<file path="src/rtl/rom_fetch_unit_if.sv">
// rom_fetch_unit_if: groups the two buses of the ROM fetch unit.
//   ROM side      : rom_address (to ROM.address), rom_q (from ROM.q)
//   Downstream    : instr, instr_addr, instr_valid (to consumer), instr_ready (from consumer)
// modport master is the fetch unit; modport slave is the ROM + consumer side.
interface rom_fetch_unit_if;
  logic [7:0]  rom_address;
  logic [31:0] rom_q;
  logic [31:0] instr;
  logic [7:0]  instr_addr;
  logic        instr_valid;
  logic        instr_ready;

  modport master (
    output rom_address,
    input  rom_q,
    output instr,
    output instr_addr,
    output instr_valid,
    input  instr_ready
  );

  modport slave (
    input  rom_address,
    output rom_q,
    input  instr,
    input  instr_addr,
    input  instr_valid,
    output instr_ready
  );
endinterface

</file>
<file path="src/rtl/rom_fetch_unit.sv">
// rom_fetch_unit: sequencer in front of a 256x32 synchronous-read instruction ROM.
// Issues addresses from an 8-bit PC, tracks in-flight reads through a
// ROM_LATENCY-deep {valid, addr} pipe, buffers returned words in a FIFO and
// hands them downstream on a valid/ready handshake. Supports start, jump with
// flush, PC wrap-around and halting when HALT_WORD is transferred out.
// Ports:
//   clock, reset   rising-edge clock, asynchronous active-high reset
//   start          1-cycle pulse, begins fetching at address 0 from IDLE
//   jump_en/addr   redirect: flush everything and restart fetching at jump_addr
//   halted         high while in HALT
//   bus (master)   ROM address/data and downstream instr handshake
module rom_fetch_unit #(
  parameter int          ROM_LATENCY = 1,
  parameter int          FIFO_DEPTH  = 4,
  parameter logic [31:0] HALT_WORD   = 32'hFFFF_FFFF
) (
  input  logic             clock,
  input  logic             reset,
  input  logic             start,
  input  logic             jump_en,
  input  logic [7:0]       jump_addr,
  output logic             halted,
  rom_fetch_unit_if.master bus
);

  localparam int PTR_W = $clog2(FIFO_DEPTH);
  localparam int CNT_W = PTR_W + 1;
  localparam int SUM_W = CNT_W + 1;

  typedef enum logic [1:0] {IDLE, FETCH, HALT} state_t;

  state_t                 state, next_state;
  logic [7:0]             pc;
  logic [ROM_LATENCY-1:0] pipe_valid;
  logic [7:0]             pipe_addr [ROM_LATENCY];
  logic [31:0]            fifo_data [FIFO_DEPTH];
  logic [7:0]             fifo_tag  [FIFO_DEPTH];
  logic [PTR_W-1:0]       rd_ptr, wr_ptr;
  logic [CNT_W-1:0]       fifo_count;
  logic [SUM_W-1:0]       inflight_count;
  logic                   credit_ok, issue, push, pop, halt_hit, flush;

  assign bus.rom_address = pc;
  assign bus.instr_valid = (fifo_count != '0);
  // Gate the head with valid so the outputs read zero while the FIFO is empty.
  assign bus.instr       = bus.instr_valid ? fifo_data[rd_ptr] : '0;
  assign bus.instr_addr  = bus.instr_valid ? fifo_tag[rd_ptr]  : '0;
  assign halted          = (state == HALT);

  assign pop      = bus.instr_valid && bus.instr_ready;
  assign halt_hit = pop && (fifo_data[rd_ptr] == HALT_WORD);
  assign flush    = jump_en || halt_hit;
  // Returns that land in a flush cycle belong to the abandoned stream.
  assign push     = pipe_valid[ROM_LATENCY-1] && !flush;

  // Credit counts every slot already promised (buffered + in flight) and
  // deliberately ignores a same-cycle pop, so the FIFO can never overflow.
  always_comb begin
    // NOTE: every always_comb output gets a default first so no path leaves it unassigned (no latch).
    inflight_count = '0;
    for (int i = 0; i < ROM_LATENCY; i++) begin
      inflight_count = inflight_count + SUM_W'(pipe_valid[i]);
    end
  end

  assign credit_ok = (SUM_W'(fifo_count) + inflight_count) < SUM_W'(FIFO_DEPTH);
  assign issue     = (state == FETCH) && credit_ok;

  always_comb begin
    next_state = state;
    case (state)
      IDLE:    if (start)    next_state = FETCH;
      FETCH:   if (halt_hit) next_state = HALT;
      HALT:    next_state = HALT;
      default: next_state = IDLE;
    endcase
    // A redirect overrides everything, including start and a halt transfer.
    if (jump_en) next_state = FETCH;
  end

  always_ff @(posedge clock or posedge reset) begin
    // NOTE: sequential state uses non-blocking assignments so every register updates from pre-edge values.
    if (reset) state <= IDLE;
    else       state <= next_state;
  end

  always_ff @(posedge clock or posedge reset) begin
    if (reset)                       pc <= '0;
    else if (jump_en)                pc <= jump_addr;
    else if (state == IDLE && start) pc <= '0;
    else if (issue)                  pc <= pc + 8'd1; // 8'hFF wraps to 8'h00
  end

  // Valid bits of the return pipe: a word appears on rom_q ROM_LATENCY cycles
  // after its address was issued, exactly when its entry leaves this pipe.
  always_ff @(posedge clock or posedge reset) begin
    if (reset) begin
      pipe_valid <= '0;
    end else if (flush) begin
      pipe_valid <= '0;
    end else begin
      pipe_valid[0] <= issue;
      for (int i = 1; i < ROM_LATENCY; i++) pipe_valid[i] <= pipe_valid[i-1];
    end
  end

  // Address tags are qualified by pipe_valid, so they need no reset.
  always_ff @(posedge clock) begin
    pipe_addr[0] <= pc;
    for (int i = 1; i < ROM_LATENCY; i++) pipe_addr[i] <= pipe_addr[i-1];
  end

  always_ff @(posedge clock or posedge reset) begin
    if (reset) begin
      rd_ptr     <= '0;
      wr_ptr     <= '0;
      fifo_count <= '0;
    end else if (flush) begin
      rd_ptr     <= '0;
      wr_ptr     <= '0;
      fifo_count <= '0;
    end else begin
      if (push) wr_ptr <= wr_ptr + 1'b1;
      if (pop)  rd_ptr <= rd_ptr + 1'b1;
      case ({push, pop})
        2'b10:   fifo_count <= fifo_count + 1'b1;
        2'b01:   fifo_count <= fifo_count - 1'b1;
        default: fifo_count <= fifo_count;
      endcase
    end
  end

  // NOTE: the FIFO storage is not reset; fifo_count marks which entries are meaningful.
  always_ff @(posedge clock) begin
    if (push) begin
      fifo_data[wr_ptr] <= bus.rom_q;
      fifo_tag[wr_ptr]  <= pipe_addr[ROM_LATENCY-1];
    end
  end

endmodule

</file>
<file path="src/flat_wrapper.sv">
// flat-port wrapper written by rule: the top's interface ports become plain ports
module rom_fetch_unit_flat 
#(
  parameter int          ROM_LATENCY = 1,
  parameter int          FIFO_DEPTH  = 4,
  parameter logic [31:0] HALT_WORD   = 32'hFFFF_FFFF
)
  (clock, reset, start, jump_en, jump_addr, halted, bus_rom_address, bus_rom_q, bus_instr, bus_instr_addr, bus_instr_valid, bus_instr_ready);
  rom_fetch_unit_if bus_i ();
  input  logic clock;
  input  logic reset;
  input  logic start;
  input  logic jump_en;
  input  logic [7:0] jump_addr;
  output logic halted;
  output wire logic [$bits(bus_i.rom_address)-1:0] bus_rom_address;
  input wire logic [$bits(bus_i.rom_q)-1:0] bus_rom_q;
  output wire logic [$bits(bus_i.instr)-1:0] bus_instr;
  output wire logic [$bits(bus_i.instr_addr)-1:0] bus_instr_addr;
  output wire logic [$bits(bus_i.instr_valid)-1:0] bus_instr_valid;
  input wire logic [$bits(bus_i.instr_ready)-1:0] bus_instr_ready;
  assign bus_rom_address = bus_i.rom_address;
  assign bus_i.rom_q = bus_rom_q;
  assign bus_instr = bus_i.instr;
  assign bus_instr_addr = bus_i.instr_addr;
  assign bus_instr_valid = bus_i.instr_valid;
  assign bus_i.instr_ready = bus_instr_ready;
  rom_fetch_unit #(.ROM_LATENCY(ROM_LATENCY), .FIFO_DEPTH(FIFO_DEPTH), .HALT_WORD(HALT_WORD)) u_core (.clock(clock), .reset(reset), .start(start), .jump_en(jump_en), .jump_addr(jump_addr), .halted(halted), .bus(bus_i));
endmodule
</file>
<file path="config.mk">
export PLATFORM = sky130hd
export DESIGN_NAME = rom_fetch_unit_flat
export DESIGN_NICKNAME = d
export VERILOG_FILES = /design/src/rtl/rom_fetch_unit_if.sv /design/src/rtl/rom_fetch_unit.sv /design/src/flat_wrapper.sv
export SDC_FILE = /design/constraint.sdc
export NUM_CORES = 1
export LEC_CHECK = 0
export CORE_MARGIN = 1
export CORE_UTILIZATION = 59
export DETAILED_ROUTE_END_ITERATION = 7
export PLACE_DENSITY = 0.95
export SYNTH_ARGS = -nofsm -noshare
export SYNTH_HDL_FRONTEND = slang
export SYNTH_SLANG_ARGS = --single-unit
</file>
<file path="constraint.sdc">
create_clock -name clock -period 9.04 [get_ports clock]
set_clock_uncertainty 0.15 [all_clocks]
set_input_delay 1.808 -clock clock [delete_from_list [all_inputs] [get_ports clock]]
set_output_delay 1.808 -clock clock [all_outputs]
set_load 0.02 [all_outputs]
</file>
* After elaboration in Yosys (flattened, before gate mapping)
Memories as Yosys holds them, arrays and structs flattened. Index checks and enable logic that the tools add are counted.
Storage, ports and cells: register bits after elaboration 18, bits in latches 0, memory bits (read-only) 0, memories kept 3, bits in writable memories 168, input bits 45, output and inout port bits 50, word-level logic and storage cells 55
Memories:
- u_core.fifo_data | depth 4, width 32, rd ports 1, clocked after Yosys merged registers in 0, write ports 1, line rom_fetch_unit.sv:36 | logic [31:0] fifo_data [FIFO_DEPTH];
- u_core.fifo_tag | depth 4, width 8, rd ports 1, clocked after Yosys merged registers in 0, write ports 1, line rom_fetch_unit.sv:37 | logic [7:0] fifo_tag [FIFO_DEPTH];
- u_core.pipe_addr | depth 1, width 8, rd ports 1, clocked after Yosys merged registers in 0, write ports 1, line rom_fetch_unit.sv:35 | logic [7:0] pipe_addr [ROM_LATENCY];
Operators by class: bitwise logic cells 0, shift operators 0, $add $sub $neg 6, order comparisons 1, mux-type cells 18, divide/modulo/power cells 0, $mul 0, eq/ne operators 7, reductions and logical operators 14
Operators by type and width (number):
- 32-bit equality test, second input constant | 1
- 32-bit two-way mux | 1
- 8-bit two-way mux | 4
- 2-bit two-way mux | 7
- 3-bit nonzero test | 3
- 8-bit by 1-bit adder with 8-bit output, second input constant | 1
- 2-bit one-hot mux with 3 select lines | 1
- 3-bit one-hot mux with 2 select lines | 1
- 1-bit logical AND | 5
- 2-bit by 1-bit adder with 2-bit output, second input constant | 2
- 3-bit by 1-bit adder with 4-bit output | 1
- 2-bit by 1-bit equality test with 1-bit output, second input constant | 2
- 2-bit equality test, second input constant | 2
- 4-bit by 3-bit less-than comparator with 1-bit output, second input constant | 1
- 2-bit nonzero test | 2
- 3-bit by 1-bit adder with 3-bit output, second input constant | 1
- 1-bit two-way mux | 3
- 3-bit two-way mux | 1
- 3-bit by 2-bit != test with 1-bit output, second input constant | 1
- 3-bit != test, second input constant | 1
- 3-bit by 1-bit subtractor with 3-bit output, second input constant | 1
- 2-bit zero test | 1
- 2-bit AND reduction | 1
- 1-bit zero test | 1
- 1-bit logical OR | 1

* Logic depth before layout (Yosys ltp)
word-level depth 9, mapped depth 13, depth with buffers taken out 11

* Worst setup path before layout
Ideal clock, no wire load.
kind input to register, start input bus_instr_ready, end memory u_core.fifo_data[0][0], enable pin, setup time 487 ps, arrival time 4814 ps, buffers on the path 0, path slack 3589 ps, cell stages on the path 4, required time 8403 ps, cell sequence nand3_1 -> or4_1 -> o31ai_4 -> nor3_1
On the way: longest elaborated chain between the ends 7
RTL lines:
- start, declared | line flat_wrapper.sv:21 | input wire logic [$bits(bus_i.instr_ready)-1:0] bus_instr_ready;
- 1-bit logical AND | line rom_fetch_unit.sv:50 | assign pop = bus.instr_valid && bus.instr_ready;
- 1-bit logical AND | line rom_fetch_unit.sv:51 | assign halt_hit = pop && (fifo_data[rd_ptr] == HALT_WORD);
- 1-bit logical OR | line rom_fetch_unit.sv:52 | assign flush = jump_en || halt_hit;
- 1-bit zero test | line rom_fetch_unit.sv:54 | assign push = pipe_valid[ROM_LATENCY-1] && !flush;
- 1-bit logical AND | line rom_fetch_unit.sv:54
- 1-bit two-way mux | line rom_fetch_unit.sv:135 | if (push) begin
- 1-bit two-way mux (not written as such) | line rom_fetch_unit.sv:136 | fifo_data[wr_ptr] <= bus.rom_q;
- end, declared | line rom_fetch_unit.sv:36
No other way between the ends.

* Worst setup path after layout
start register u_core.rd_ptr[0], end output bus_instr[16]
On the way: longest elaborated chain between the ends 2
RTL lines:
- start, declared | line rom_fetch_unit.sv:38 | logic [PTR_W-1:0] rd_ptr, wr_ptr;
- start signal, assigned | line rom_fetch_unit.sv:124 | if (pop) rd_ptr <= rd_ptr + 1'b1;
- memory 4 x 32 bit
- 32-bit two-way mux | line rom_fetch_unit.sv:46 | assign bus.instr = bus.instr_valid ? fifo_data[rd_ptr] : '0;
- end, declared | line flat_wrapper.sv:18 | output wire logic [$bits(bus_i.instr)-1:0] bus_instr;
No other way between the ends.

==> impl_metrics.ini <==
[status]
status = complete, no violations

[grt]
grt_pass1_vias = 4411
track_usage_pct = 27.4
grt_pass1_wl_um = 25200
grt_overflow_total = 0
antenna_found_initial = 0
grt_start_max_net_pins = 44

[routing]
viasPerCell = 6.20
ant_nets = 0
drtIter0Drc = 389
drc = 0
routedWlPerCell_um = 23.7
routed_wl_um = 16600
dr.pass1.iters = 6
vias = 4333

[critical_path]
end_kind = output pin
reg2reg_to = u_core.fifo_count[1]
critPathLaunchType = flip-flop
critPathMaxFanout = 22
r2r_cells = 10
cp.arrival_ps = 3160
reg2reg_from = u_core.rd_ptr[1]
critPathRequiredTime_ps = 7080
path_class = flip-flop to output pin
r2r_slack_ps = 4300

[power_and_ir_drop]
p_per_area_mw_per_mm2 = 287
leakage_nw = 3.07
power_w = 0.00265
vdd_drop_max_mv = 0.207

[synth]
netlist.top_cell.by_area = edfxtp_1
synth_edf_count = 160
synth_top_area_share_pct = 63.3
synthFlopType = edfxtp_1
yosysSeqAreaShare_pct = 71.4
yosys.area_share.simple_pct = 8.41
avgSynthCellArea_um2 = 18.4
synth_most_common_cell = edfxtp_1
postSynthNetCount = 467
synth-seq-cells = 186
netlist_top_cells_area = edfxtp_1 (63%), mux4_2 (8.9%), dfrtp_1 (5.9%)
synth_top_family_by_area = multiplexers
synth_area_mm2 = 0.00759
yosysUniqueCellTypes = 46
synth_compound_gate_area_share_pct = 2.56
yosys-mux-area-fraction_pct = 12.8
async_reset_ff_share_pct = 9.68
synth_fa_ha_area_share_pct = 1.75
yosysWarnings = 0
synth_xor_xnor_area_share_pct = 0.808
syn_inst = 412
ys_top_cells_by_count = edfxtp_1 (160), and2_1 (40), mux4_2 (30)

[sta]
rsz0062_at_grt = no
finalHoldViolations = 0
max_clock_freq_mhz = 195
worst_pin_slew_ps = 1250
min_period_ps = 5120
relSlewSlack_pct = 17.0
tns_ps = 0
setup_viol = 0
maxSlewViolCount = 0
fin_crit_sh_pct = 56.6

[floorplan]
start_util_pct = 60.4
die_area_mm2 = 0.0133
coreArea_mm2 = 0.0126
floorplan.rows = 41
pin_count = 95
die_w_um = 115
die_y_um = 115

[min_path]
hp-class = flip-flop to flip-flop
hold_start = u_core.bus.rom_address[6]
hold_path_depth = 0
whs_endpoint = u_core.pipe_addr[0][6]

[placed_design]
place.gp.congestion = 0.821
portBuffers = 94
dpl.hpwl_um = 10300

[final_layout]
synthToLayoutAreaGrowth_pct = 21.8
antennaDiodeCount = 0
final_core_util_pct = 73.5
fin_nets = 569
final_layout_size_suffix_gt1_share_pct = 15.7

[cts]
clk_pin_slew_ps = 70
cts_setup_buffers = 0
clockBufferDepth = 2
cts_tree = done
numCtsBuffers = 17
clock_latency_ps = 440
cts-htree-levels = 4
ctsHoldBuffers = 0
ctsRootBufferMaster = clkbuf_16
cts-resized-gates = 0
clock-sinks = 186

[job]
cap_viol_max_count = 0
## layout by cell type (no fill, tap or decap), drive strengths merged, types with 6 or more instances in the layout
cell type      instances
a21oi                 14
edfxtp               160
nand2                 15
o21ai                  6
buf                    6
nand3                  8
ha                     9
dfxtp                  8
dfrtp                 18
clkdlybuf4s50         94
clkbuf                22
nor2                  10
nand4                 14
and2                  41
inv                   15
mux4                  40
## area by class of cell
class                   instances  area, um2
flip-flops and latches        186       5420
fillers                       681       3330
multi-input cells             196       2020
repair buffers                100        986
clock buffers                  22        464
well taps                     172        215
clock inverters                10       93.8
inverters                      13       48.8
## worst max-delay path, stage by stage (launching register included)
cell and delay, ps:
dfrtp_2 810, buf_4 510, mux4_1 670, and2_1 170
clkdlybuf4s50_1 540
## kinds of logic (layout without fill, tap and decap cells)
group                    count (synthesis)  after routing
XOR/XNOR                                 7              7
flip-flops                             186            186
buffers and inverters                   30            145
AO/OA/AOI/OAI                           29             29
AND/OR/NAND/NOR                        107            107
multiplexers                            43             43
adder cells (fa/ha/maj)                 10             10
## sequential cells by signal, indices dropped and copies added (netlist names)
| register | count |
|---|---|
| u_core.fifo_data | 128 |
| u_core.fifo_tag | 32 |
| u_core.bus.rom_address | 8 |
| u_core.pipe_addr | 8 |
| u_core.fifo_count | 3 |
| u_core.rd_ptr | 2 |
| u_core.state | 2 |
| u_core.wr_ptr | 2 |
| u_core.pipe_valid | 1 |
## stage by stage
step / std cells / instance area, um2 / setup WS (ps) / hold WS (ps)
floorplan: 412 / 7590 / 3590 / 288
global placement: 667 / 8680 / 4180 / 267
detailed placement: 667 / 8680 / 4010 / 270
CTS: 699 / 9240 / 3870 / 285
global route: 699 / 9240 / 3760 / 299
finish: 699 / 9240 / 3920 / 286
## power by group
| part | internal [W] | switching [W] | leakage (nW) | total, W |
|---|---|---|---|---|
| registers | 0.00104 | 0.0000878 | 1.75 | 0.00113 |
| logic | 0.000376 | 0.000441 | 1.05 | 0.000818 |
| clock network | 0.000394 | 0.000308 | 0.269 | 0.000702 |
| total | 0.00181 | 0.000837 | 3.07 | 0.00265 |
## how the worst max path moves through the flow
stage	to	cells past startpoint	start
2_1_floorplan	u_core.fifo_data[0][0]	4	bus_instr_ready
3_3_place_gp	u_core.fifo_count[1]	9	bus_instr_ready
3_5_place_dp	u_core.fifo_count[1]	9	bus_instr_ready
4_1_cts	bus_instr[16]	4	u_core.rd_ptr[0]
5_1_grt	bus_instr[16]	4	u_core.rd_ptr[0]
6_report	bus_instr[16]	4	u_core.rd_ptr[0]
## routing by layer
metal	global-route usage [%]	routed length (um)	part of all wire [%]
met1	34.9	6160	37
met2	43.8	8570	52
met3	7.32	1250	7.5
met4	14.3	572	3.5
met5	0	0	0
Note: power is estimated with default switching activity, not from simulation.
